<file path="src/rtl/ascon_pkg.sv">
// Ascon shared types, constants and helpers.
// Used by the permutation engine and its round datapath.
package ascon_pkg;

  localparam int ASCON_MAX_ROUNDS = 12;

  typedef struct packed {
    logic [63:0] x0;
    logic [63:0] x1;
    logic [63:0] x2;
    logic [63:0] x3;
    logic [63:0] x4;
  } state_t;

  typedef enum logic {
    IDLE,
    BUSY
  } ascon_perm_fsm_t;

  // Round constant: high nibble 15-i, low nibble i.
  function automatic logic [7:0] ascon_rc(input logic [3:0] idx);
    return {4'hF - idx, idx};
  endfunction

  function automatic logic [63:0] ror64(
    input logic [63:0] v,
    input int unsigned n
  );
    return (v >> n) | (v << (64 - n));
  endfunction

endpackage

</file>
<file path="src/rtl/ascon_perm_if.sv">
// Handshake and state bus between the mode controller
// and the Ascon permutation engine.
interface ascon_perm_if;
  import ascon_pkg::*;

  logic       start_i;
  logic [3:0] rounds_i;
  logic       abort_i;
  state_t     state_i;
  logic       ready_o;
  logic       busy_o;
  logic       valid_o;
  state_t     state_o;
  logic       intr_o;

  modport master (
    output start_i, rounds_i, abort_i, state_i,
    input  ready_o, busy_o, valid_o, state_o, intr_o
  );

  modport slave (
    input  start_i, rounds_i, abort_i, state_i,
    output ready_o, busy_o, valid_o, state_o, intr_o
  );

endinterface

</file>
<file path="src/rtl/ascon_perm_engine_round.sv">
// One combinational Ascon round: constant add, sbox layer,
// linear diffusion. Passes the state through when disabled.
module ascon_round
  import ascon_pkg::*;
(
  input  state_t     x_i,
  input  logic [7:0] rc_i,
  input  logic       en_i,
  output state_t     x_o
);

  logic [63:0] a0, a1, a2, a3, a4;
  logic [63:0] t0, t1, t2, t3, t4;

  // Bitsliced sbox followed by per-word rotate-xor diffusion.
  always_comb begin
    a0 = x_i.x0;
    a1 = x_i.x1;
    a2 = x_i.x2 ^ {56'd0, rc_i};
    a3 = x_i.x3;
    a4 = x_i.x4;
    a0 = a0 ^ a4;
    a4 = a4 ^ a3;
    a2 = a2 ^ a1;
    t0 = ~a0 & a1;
    t1 = ~a1 & a2;
    t2 = ~a2 & a3;
    t3 = ~a3 & a4;
    t4 = ~a4 & a0;
    a0 = a0 ^ t1;
    a1 = a1 ^ t2;
    a2 = a2 ^ t3;
    a3 = a3 ^ t4;
    a4 = a4 ^ t0;
    a1 = a1 ^ a0;
    a0 = a0 ^ a4;
    a3 = a3 ^ a2;
    a2 = ~a2;
    x_o = x_i;
    if (en_i) begin
      x_o.x0 = a0 ^ ror64(a0, 19) ^ ror64(a0, 28);
      x_o.x1 = a1 ^ ror64(a1, 61) ^ ror64(a1, 39);
      x_o.x2 = a2 ^ ror64(a2, 1) ^ ror64(a2, 6);
      x_o.x3 = a3 ^ ror64(a3, 10) ^ ror64(a3, 17);
      x_o.x4 = a4 ^ ror64(a4, 7) ^ ror64(a4, 41);
    end
  end

endmodule

</file>
<file path="src/rtl/ascon_perm_engine.sv">
// Ascon permutation engine: runs nr rounds on a 320-bit
// state, UNROLL rounds per clock, pulses valid on completion.
module ascon_perm_engine
  import ascon_pkg::*;
#(
  parameter int UNROLL     = 1,
  parameter int MAX_ROUNDS = ASCON_MAX_ROUNDS
) (
  input logic          clk_i,
  input logic          rst_n_i,
  ascon_perm_if.slave  bus
);

  if (UNROLL < 1 || UNROLL > 4) begin : g_bad_unroll
    $error("ascon_perm_engine: UNROLL must be 1..4");
  end

  ascon_perm_fsm_t fsm_q, fsm_d;
  logic [3:0]      ri_q, ri_d;
  state_t          st_q, st_d;
  logic            vld_q, vld_d;

  logic [3:0] nr;
  logic [4:0] ri_nxt;
  logic       last;
  state_t     chain [UNROLL+1];

  assign nr = (bus.rounds_i > 4'(MAX_ROUNDS)) ?
              4'(MAX_ROUNDS) : bus.rounds_i;
  assign ri_nxt = {1'b0, ri_q} + 5'(UNROLL);
  assign last = ri_nxt >= 5'(MAX_ROUNDS);

  assign chain[0] = st_q;

  for (genvar g = 0; g < UNROLL; g++) begin : g_rnd
    logic [4:0] idx;
    assign idx = {1'b0, ri_q} + 5'(g);
    ascon_round u_rnd (
      .x_i  (chain[g]),
      .rc_i (ascon_rc(idx[3:0])),
      .en_i (idx < 5'(MAX_ROUNDS)),
      .x_o  (chain[g+1])
    );
  end

  // Next-state: accept in IDLE, step rounds in BUSY.
  always_comb begin
    fsm_d = fsm_q;
    ri_d  = ri_q;
    st_d  = st_q;
    vld_d = 1'b0;
    unique case (fsm_q)
      IDLE: begin
        if (bus.start_i && !bus.abort_i) begin
          st_d = bus.state_i;
          ri_d = 4'(MAX_ROUNDS) - nr;
          if (nr == 4'd0) vld_d = 1'b1;
          else            fsm_d = BUSY;
        end
      end
      BUSY: begin
        if (bus.abort_i) begin
          fsm_d = IDLE;
        end else begin
          st_d = chain[UNROLL];
          if (last) begin
            ri_d  = 4'(MAX_ROUNDS);
            fsm_d = IDLE;
            vld_d = 1'b1;
          end else begin
            ri_d = ri_nxt[3:0];
          end
        end
      end
    endcase
  end

  // State registers with synchronous active-low reset.
  always_ff @(posedge clk_i) begin
    if (!rst_n_i) begin
      fsm_q <= IDLE;
      ri_q  <= '0;
      st_q  <= '0;
      vld_q <= 1'b0;
    end else begin
      fsm_q <= fsm_d;
      ri_q  <= ri_d;
      st_q  <= st_d;
      vld_q <= vld_d;
    end
  end

  assign bus.ready_o = (fsm_q == IDLE);
  assign bus.busy_o  = (fsm_q == BUSY);
  assign bus.valid_o = vld_q;
  assign bus.intr_o  = vld_q;
  assign bus.state_o = st_q;

endmodule
</file>
<file path="src/flat_wrapper.sv">
// flat-port wrapper written by rule: the top's interface ports become plain ports
module ascon_perm_engine_flat import ascon_pkg::*;
#(
  parameter int UNROLL     = 1,
  parameter int MAX_ROUNDS = ASCON_MAX_ROUNDS
)
  (clk_i, rst_n_i, bus_start_i, bus_rounds_i, bus_abort_i, bus_state_i, bus_ready_o, bus_busy_o, bus_valid_o, bus_state_o, bus_intr_o);
  ascon_perm_if bus_i ();
  input logic clk_i;
  input logic rst_n_i;
  input wire logic [$bits(bus_i.start_i)-1:0] bus_start_i;
  input wire logic [$bits(bus_i.rounds_i)-1:0] bus_rounds_i;
  input wire logic [$bits(bus_i.abort_i)-1:0] bus_abort_i;
  input wire logic [$bits(bus_i.state_i)-1:0] bus_state_i;
  output wire logic [$bits(bus_i.ready_o)-1:0] bus_ready_o;
  output wire logic [$bits(bus_i.busy_o)-1:0] bus_busy_o;
  output wire logic [$bits(bus_i.valid_o)-1:0] bus_valid_o;
  output wire logic [$bits(bus_i.state_o)-1:0] bus_state_o;
  output wire logic [$bits(bus_i.intr_o)-1:0] bus_intr_o;
  assign bus_i.start_i = bus_start_i;
  assign bus_i.rounds_i = bus_rounds_i;
  assign bus_i.abort_i = bus_abort_i;
  assign bus_i.state_i = bus_state_i;
  assign bus_ready_o = bus_i.ready_o;
  assign bus_busy_o = bus_i.busy_o;
  assign bus_valid_o = bus_i.valid_o;
  assign bus_state_o = bus_i.state_o;
  assign bus_intr_o = bus_i.intr_o;
  ascon_perm_engine #(.UNROLL(UNROLL), .MAX_ROUNDS(MAX_ROUNDS)) u_core (.clk_i(clk_i), .rst_n_i(rst_n_i), .bus(bus_i));
endmodule
</file>
<file path="config.mk">
export PLATFORM = sky130hd
export DESIGN_NAME = ascon_perm_engine_flat
export DESIGN_NICKNAME = d
export VERILOG_FILES = /design/src/rtl/ascon_pkg.sv /design/src/rtl/ascon_perm_if.sv /design/src/rtl/ascon_perm_engine_round.sv /design/src/rtl/ascon_perm_engine.sv /design/src/flat_wrapper.sv
export SDC_FILE = /design/constraint.sdc
export NUM_CORES = 2
export LEC_CHECK = 0
export ABC_AREA = 1
export BUFFER_PORTS_ARGS = -buffer_cell sky130_fd_sc_hd__clkbuf_2
export CELL_PAD_IN_SITES_DETAIL_PLACEMENT = 0
export CELL_PAD_IN_SITES_GLOBAL_PLACEMENT = 1
export CORE_MARGIN = 5
export CORE_UTILIZATION = 25
export CTS_BUF_LIST = sky130_fd_sc_hd__clkbuf_4 sky130_fd_sc_hd__clkbuf_8
export CTS_CLUSTER_SIZE = 16
export DETAILED_ROUTE_END_ITERATION = 7
export HOLD_SLACK_MARGIN = 0.15
export PLACE_DENSITY_LB_ADDON = 0.1
export SYNTH_ARGS = -nofsm -noshare
export SYNTH_HDL_FRONTEND = slang
export SYNTH_HIERARCHICAL = 1
export SYNTH_SLANG_ARGS = --single-unit
</file>
<file path="constraint.sdc">
create_clock -name clk_i -period 2 [get_ports clk_i]
set_input_delay 0.1 -clock clk_i [delete_from_list [all_inputs] [get_ports clk_i]]
set_output_delay 0.1 -clock clk_i [all_outputs]
set_load 0.005 [all_outputs]
</file>
# Word-level counts from Yosys, hierarchy flattened
# Index checks and enable logic that the tools add are counted.
# totals
regBits	326
out_inout_bits	324
input_bits	328
word_cells	85
# op_classes
n_reduce_logical	5
muxes	19
bitwise_logic	44
order_cmp	3
n_eq_ne	3
addsub	3
# op_table
op	n
$xor A64 B64 Y64	21
$mux W320	3
$pmux W320 S2	1
$not A64 Y64	6
$and A64 B64 Y64	5
$or A23 B64 Y64	1
$or A25 B64 Y64	1
$or A3 B64 Y64	1
$or A36 B64 Y64	1
$or A45 B64 Y64	1
$or A47 B64 Y64	1
$or A54 B64 Y64	1
$or A57 B64 Y64	1
$or A58 B64 Y64	1
$or A63 B64 Y64	1
$xor A64 B8 Y64	1
$mux W4	4
$mux W1	8
$pmux W4 S2	1
$sub A4 B4 Y4 const A	2
$add A4 B1 Y5 const B	1
$ge A5 B4 Y1 const B	1
$gt A4 B4 Y1 const B	1
$logic_not A4 Y1	1
other kinds (9)	11

# Logic depth before layout (Yosys ltp)
# logic_depth
word_depth	13
mapped_depth	16
mapped_depth_nobuf	16

# By module
# Netlist, hierarchy kept.
# by_module_without_submodules
module	instances	seq_area_each_um2	cells_per_inst	area_each_um2
ascon_round	1	0.0	4996	24432.2
ascon_perm_engine	1	6526.3	2167	16065.4

# Worst setup path before layout
# OpenSTA, ideal clock, no wires.
# synth_path
path_kind	register to register
from	register u_core.ri_q[0]
to	register u_core.st_q, in the netlist u_core/bus.state_o[115]
n_path_buf	0
arrival_time_ns	2.039
required_ns	1.926
synth_period_minus_slack_ns	2.113
setup_ns	0.074
slack_ns	-0.113
stages_incl_launch_ff	13
path_cell_list	dfxtp_1 inv_1 xor2_1 ha_1 xnor2_2 inv_2 xor2_1 nand2_1 nand3_1 nand3_1 nand2_1 nand2_1 a31oi_1
# synth_rtl
element	line	source
from (decl)	ascon_perm_engine.sv:19	logic [3:0] ri_q, ri_d;
from (signal assigned)	ascon_perm_engine.sv:87	ri_q <= ri_d;
to (signal assigned)	ascon_perm_engine.sv:88	st_q <= st_d;
to (decl)	ascon_perm_engine.sv:20	state_t st_q, st_d;

==> results.tsv <==
stage	metric	value	unit
grt	All-Layer GR Usage	0.4025	
floorplan	# IOs	652	
sta	fin worst setup slack	-0.5200	ns
worst_hold_path	worst min path class	primary input to flip-flop	
sta	clock period minus worst slack	2.520	ns
sta	fmax	0.3968	GHz
cells_and_area	filler instances	15400	
outcome	outcome	finished with violations	
worst_hold_path	hold path startpoint	bus_state_i[70]	
clock_tree	clk_lat worst skew	0.87	ns
floorplan	Die Span X	412.5	um
clock_tree	H-tree level count	3	
sta	Max-Slew Margin vs Limit	0.5487	
worst_hold_path	worst hold path endpoint	u_core/bus.state_o[70]$_SDFFE_PN0P_	
detailed_routing	post-route DRC violation count	0	
synthesis	Post-synth EDFFs	0	
synthesis	Post-synth top flop	dfxtp_1	
synthesis	count leader, synth	nand2_1	
placed_design	post-DP HPWL	297400	um
cells_and_area	synth-to-layout area growth	122.4	%
sta	worst hold slack	0.1984	ns
pwr	Pleak	42.97	nW
grt	vias in the first global route	59040	
floorplan	Initial Utilization	0.2519	
setup_path	required time worst endpoint	2.71	ns
setup_path	Critical Path Source Type	flip-flop	
sta	Final Hold Viols	0	
grt	largest net degree at the start of global routing	65	
pwr	Overall Power	0.09084	W
detailed_routing	Routed Wire Length	364600	um
worst_hold_path	hold depth	4	
synthesis	syn nets	7622	
grt	met1 Use GR	0.5127	
setup_path	worst r2r src	u_core/bus.state_o[121]$_SDFFE_PN0P_	
synthesis	Async SR Flop Fraction	0	
synthesis	Synth Area per Inst	5.654	sq um
floorplan	cell row count	147	
synthesis	Yosys Warn Count	6	
detailed_routing	Via Count	63130	
clock_tree	CTS tree	done	
pwr	VDD IR-drop max	704.0	uV
synthesis	area leader, netlist	nand2_1	
synthesis	Synth top cells by count	nand2_1, nand3_1, inv_1	
clock_tree	Num CTS Buffers	79	
synthesis	Cell variety after synth	31	
setup_path	FF-to-FF setup slack	-0.52	ns
sta	Final Skew	0.07166	ns
clock_tree	Clock Tree Buf Depth	3	
floorplan	total die area	0.1701	sq mm
detailed_routing	Pre-Repair DR Iteration Count	6	
sta	RSZ-0062 raised after global routing	true	
clock_tree	clk slew on worst S/H paths	0.06	ns
placed_design	gp weighted congestion	1.047	
sta	final setup vio count	245	
synthesis	Yosys reg bits	326	
detailed_routing	initial DRC count	5612	
synthesis	mapped cell area	0.04050	sq mm
grt	most used routing layer	met2	
outcome	failing checks	negative setup slack	
synthesis	sequential area share after synthesis	0.1612	
floorplan	Core ar.	0.1608	sq mm
placed_design	IO buf count	651	
setup_path	CP Cell Sequence	clkinvlp_4, ha_4, xnor2_2, buf_6, buf_6, xor2_2, buf_6, nand2_4, nand3_2, nand3_2, nand2_2, nand2_2, a31oi_4	
placed_design	Placement Setup Slack	-1.371	ns
setup_path	CP peak stage delay	0.36	ns
flow_run	max-cap violation count	0	
setup_path	r2r worst-path depth	13	
synthesis	synth top area cells	nand2_1, dfxtp_1, nand3_1	
detailed_routing	antenna viol nets, final	0	
grt	GRT Residual Overflow	0	
detailed_routing	routed len/inst	29.91	um
synthesis	post-synth top area share	0.3061	
setup_path	kind of critical path	flip-flop to flip-flop	
clock_tree	CTS Root Cell	clkbuf_8	
synthesis	Gate Count Post-Synth	7163	
sta	final worst path period share	1.260	
setup_path	CP max stage cell	dfxtp_2	
setup_path	Crit. End Element	flip-flop	
clock_tree	Sinks on Clock Net	326	
cells_and_area	share of cells above drive strength 1	0.6224	
floorplan	die height	412.5	um
grt	first-pass GRT wire length	474600	um
grt	grt met2 use	0.6208	
setup_path	reg2reg end	u_core/bus.state_o[121]$_SDFFE_PN0P_	
grt	initial antenna violation count	17	
pwr	Power Dens Cells	1009	mW/mm^2
sta	Worst Tran Pin Value	0.6699	ns
setup_path	Arrival @ worst endpoint	3.23	ns
sta	Final Max Tran Viols	0	
detailed_routing	vias per cell	5.178	
setup_path	CP max FO	3	
grt	met3 usage	0.08410	
setup_path	Worst path most repeated cell	buf_6	
cells_and_area	fin nets	10420	
[kinds of logic after synthesis]
group / after synthesis / share of synthesized area
AND/OR/NAND/NOR: 4313 / 0.4376
XOR/XNOR: 362 / 0.09201
adder cells (fa/ha/maj): 131 / 0.04047
buffers and inverters: 1131 / 0.1394
flip-flops: 326 / 0.1612
AO/OA/AOI/OAI: 900 / 0.1294
[state kept, by name, indices dropped and copies added (netlist names)]
name                count
u_core/bus.busy_o       1
u_core/bus.intr_o       1
u_core/ri_q             4
u_core/bus.state_o    320
[placed cells by master, fill, tap and decap left out, drive strengths merged, types with 9 or more instances in the layout]
cell type,n
nand4,88
buf,2032
xnor2,121
nand3,821
a31oi,320
xor2,241
diode,9
o21ai,522
nand2,3396
inv,542
ha,131
dlygate4sd3,599
clkbuf,778
clkinv,19
a21boi,50
clkinvlp,17
dfxtp,326
[power by group]
part           internal (W)  switching, W
Clock               0.00501       0.00427
Combinational        0.0307        0.0427
Sequential          0.00714       0.00100
[what timing repair did]
| action | in CTS | in global routing |
|---|---|---|
| pin swaps | 1112 | 1380 |
| buffers inserted | 209 | 266 |
| hold buffers | 599 | 0 |
| gates resized for setup | 2853 | 2350 |
| setup endpoints to repair | 315 | 314 |
| gates cloned | 0 | 10 |
| hold endpoints to repair | 326 | 0 |
[through the flow]
stage          setup TNS [ns]  utilization  cell area (sq um)  cells
6_report               -34.07       0.5603              90060  12190
5_1_grt                -48.98       0.5602              90050  12190
4_1_cts                -23.93       0.4920              79100  12000
3_5_place_dp          -121.31       0.3693              59360  11140
3_3_place_gp          -119.75       0.3693              59360  11140
2_1_floorplan               0            -              40530   7163
[worst max path at each step]
stage | slack, ns | end | startpoint
after floorplan | 0.002 | u_core/bus.state_o[115]$_SDFFE_PN0P_ | u_core/ri_q[0]$_SDFFE_PN0P_
after global placement | -1.42 | u_core/bus.state_o[118]$_SDFFE_PN0P_ | u_core/bus.state_o[118]$_SDFFE_PN0P_
after detailed placement | -1.37 | u_core/bus.state_o[118]$_SDFFE_PN0P_ | u_core/bus.state_o[118]$_SDFFE_PN0P_
after CTS | -0.41 | u_core/bus.state_o[116]$_SDFFE_PN0P_ | u_core/bus.state_o[180]$_SDFFE_PN0P_
after global routing | -0.53 | u_core/bus.state_o[116]$_SDFFE_PN0P_ | u_core/ri_q[1]$_SDFFE_PN0P_
final | -0.52 | u_core/bus.state_o[121]$_SDFFE_PN0P_ | u_core/bus.state_o[121]$_SDFFE_PN0P_
[worst max-delay path, delay by kind of cell, from the launching register on]
kind	cells	cell delay (ns)
adder cells (fa/ha/maj)	1	0.25
AND/OR/NAND/NOR	5	0.40
buffers and inverters	4	0.73
flip-flops	1	0.36
AO/OA/AOI/OAI	1	0.33
XOR/XNOR	2	0.30
[final cells by class]
cell class | instances | area [sq um] | share of cell area
inverter | 562 | 2683 | 0.02979
timing repair buffer | 3289 | 30080 | 0.3340
sequential | 326 | 7164 | 0.07955
tap | 2160 | 2703 | 0.03001
multi-input combinational | 5706 | 45750 | 0.5080
antenna | 9 | 22.52 | 0.0002501
clock inverter | 18 | 167.7 | 0.001862
clock buffer | 120 | 1495 | 0.01660
[layer usage]
layer / vias to the layer above / wire, um / part of all wire
li1: 28520 / - / -
met1: 30970 / 146000 / 0.40
met2: 2831 / 155200 / 0.43
met3: 797 / 30990 / 0.085
met4: 8 / 32330 / 0.089
met5: - / 54 / 0.00015
Power figures use the tool's default switching activity.
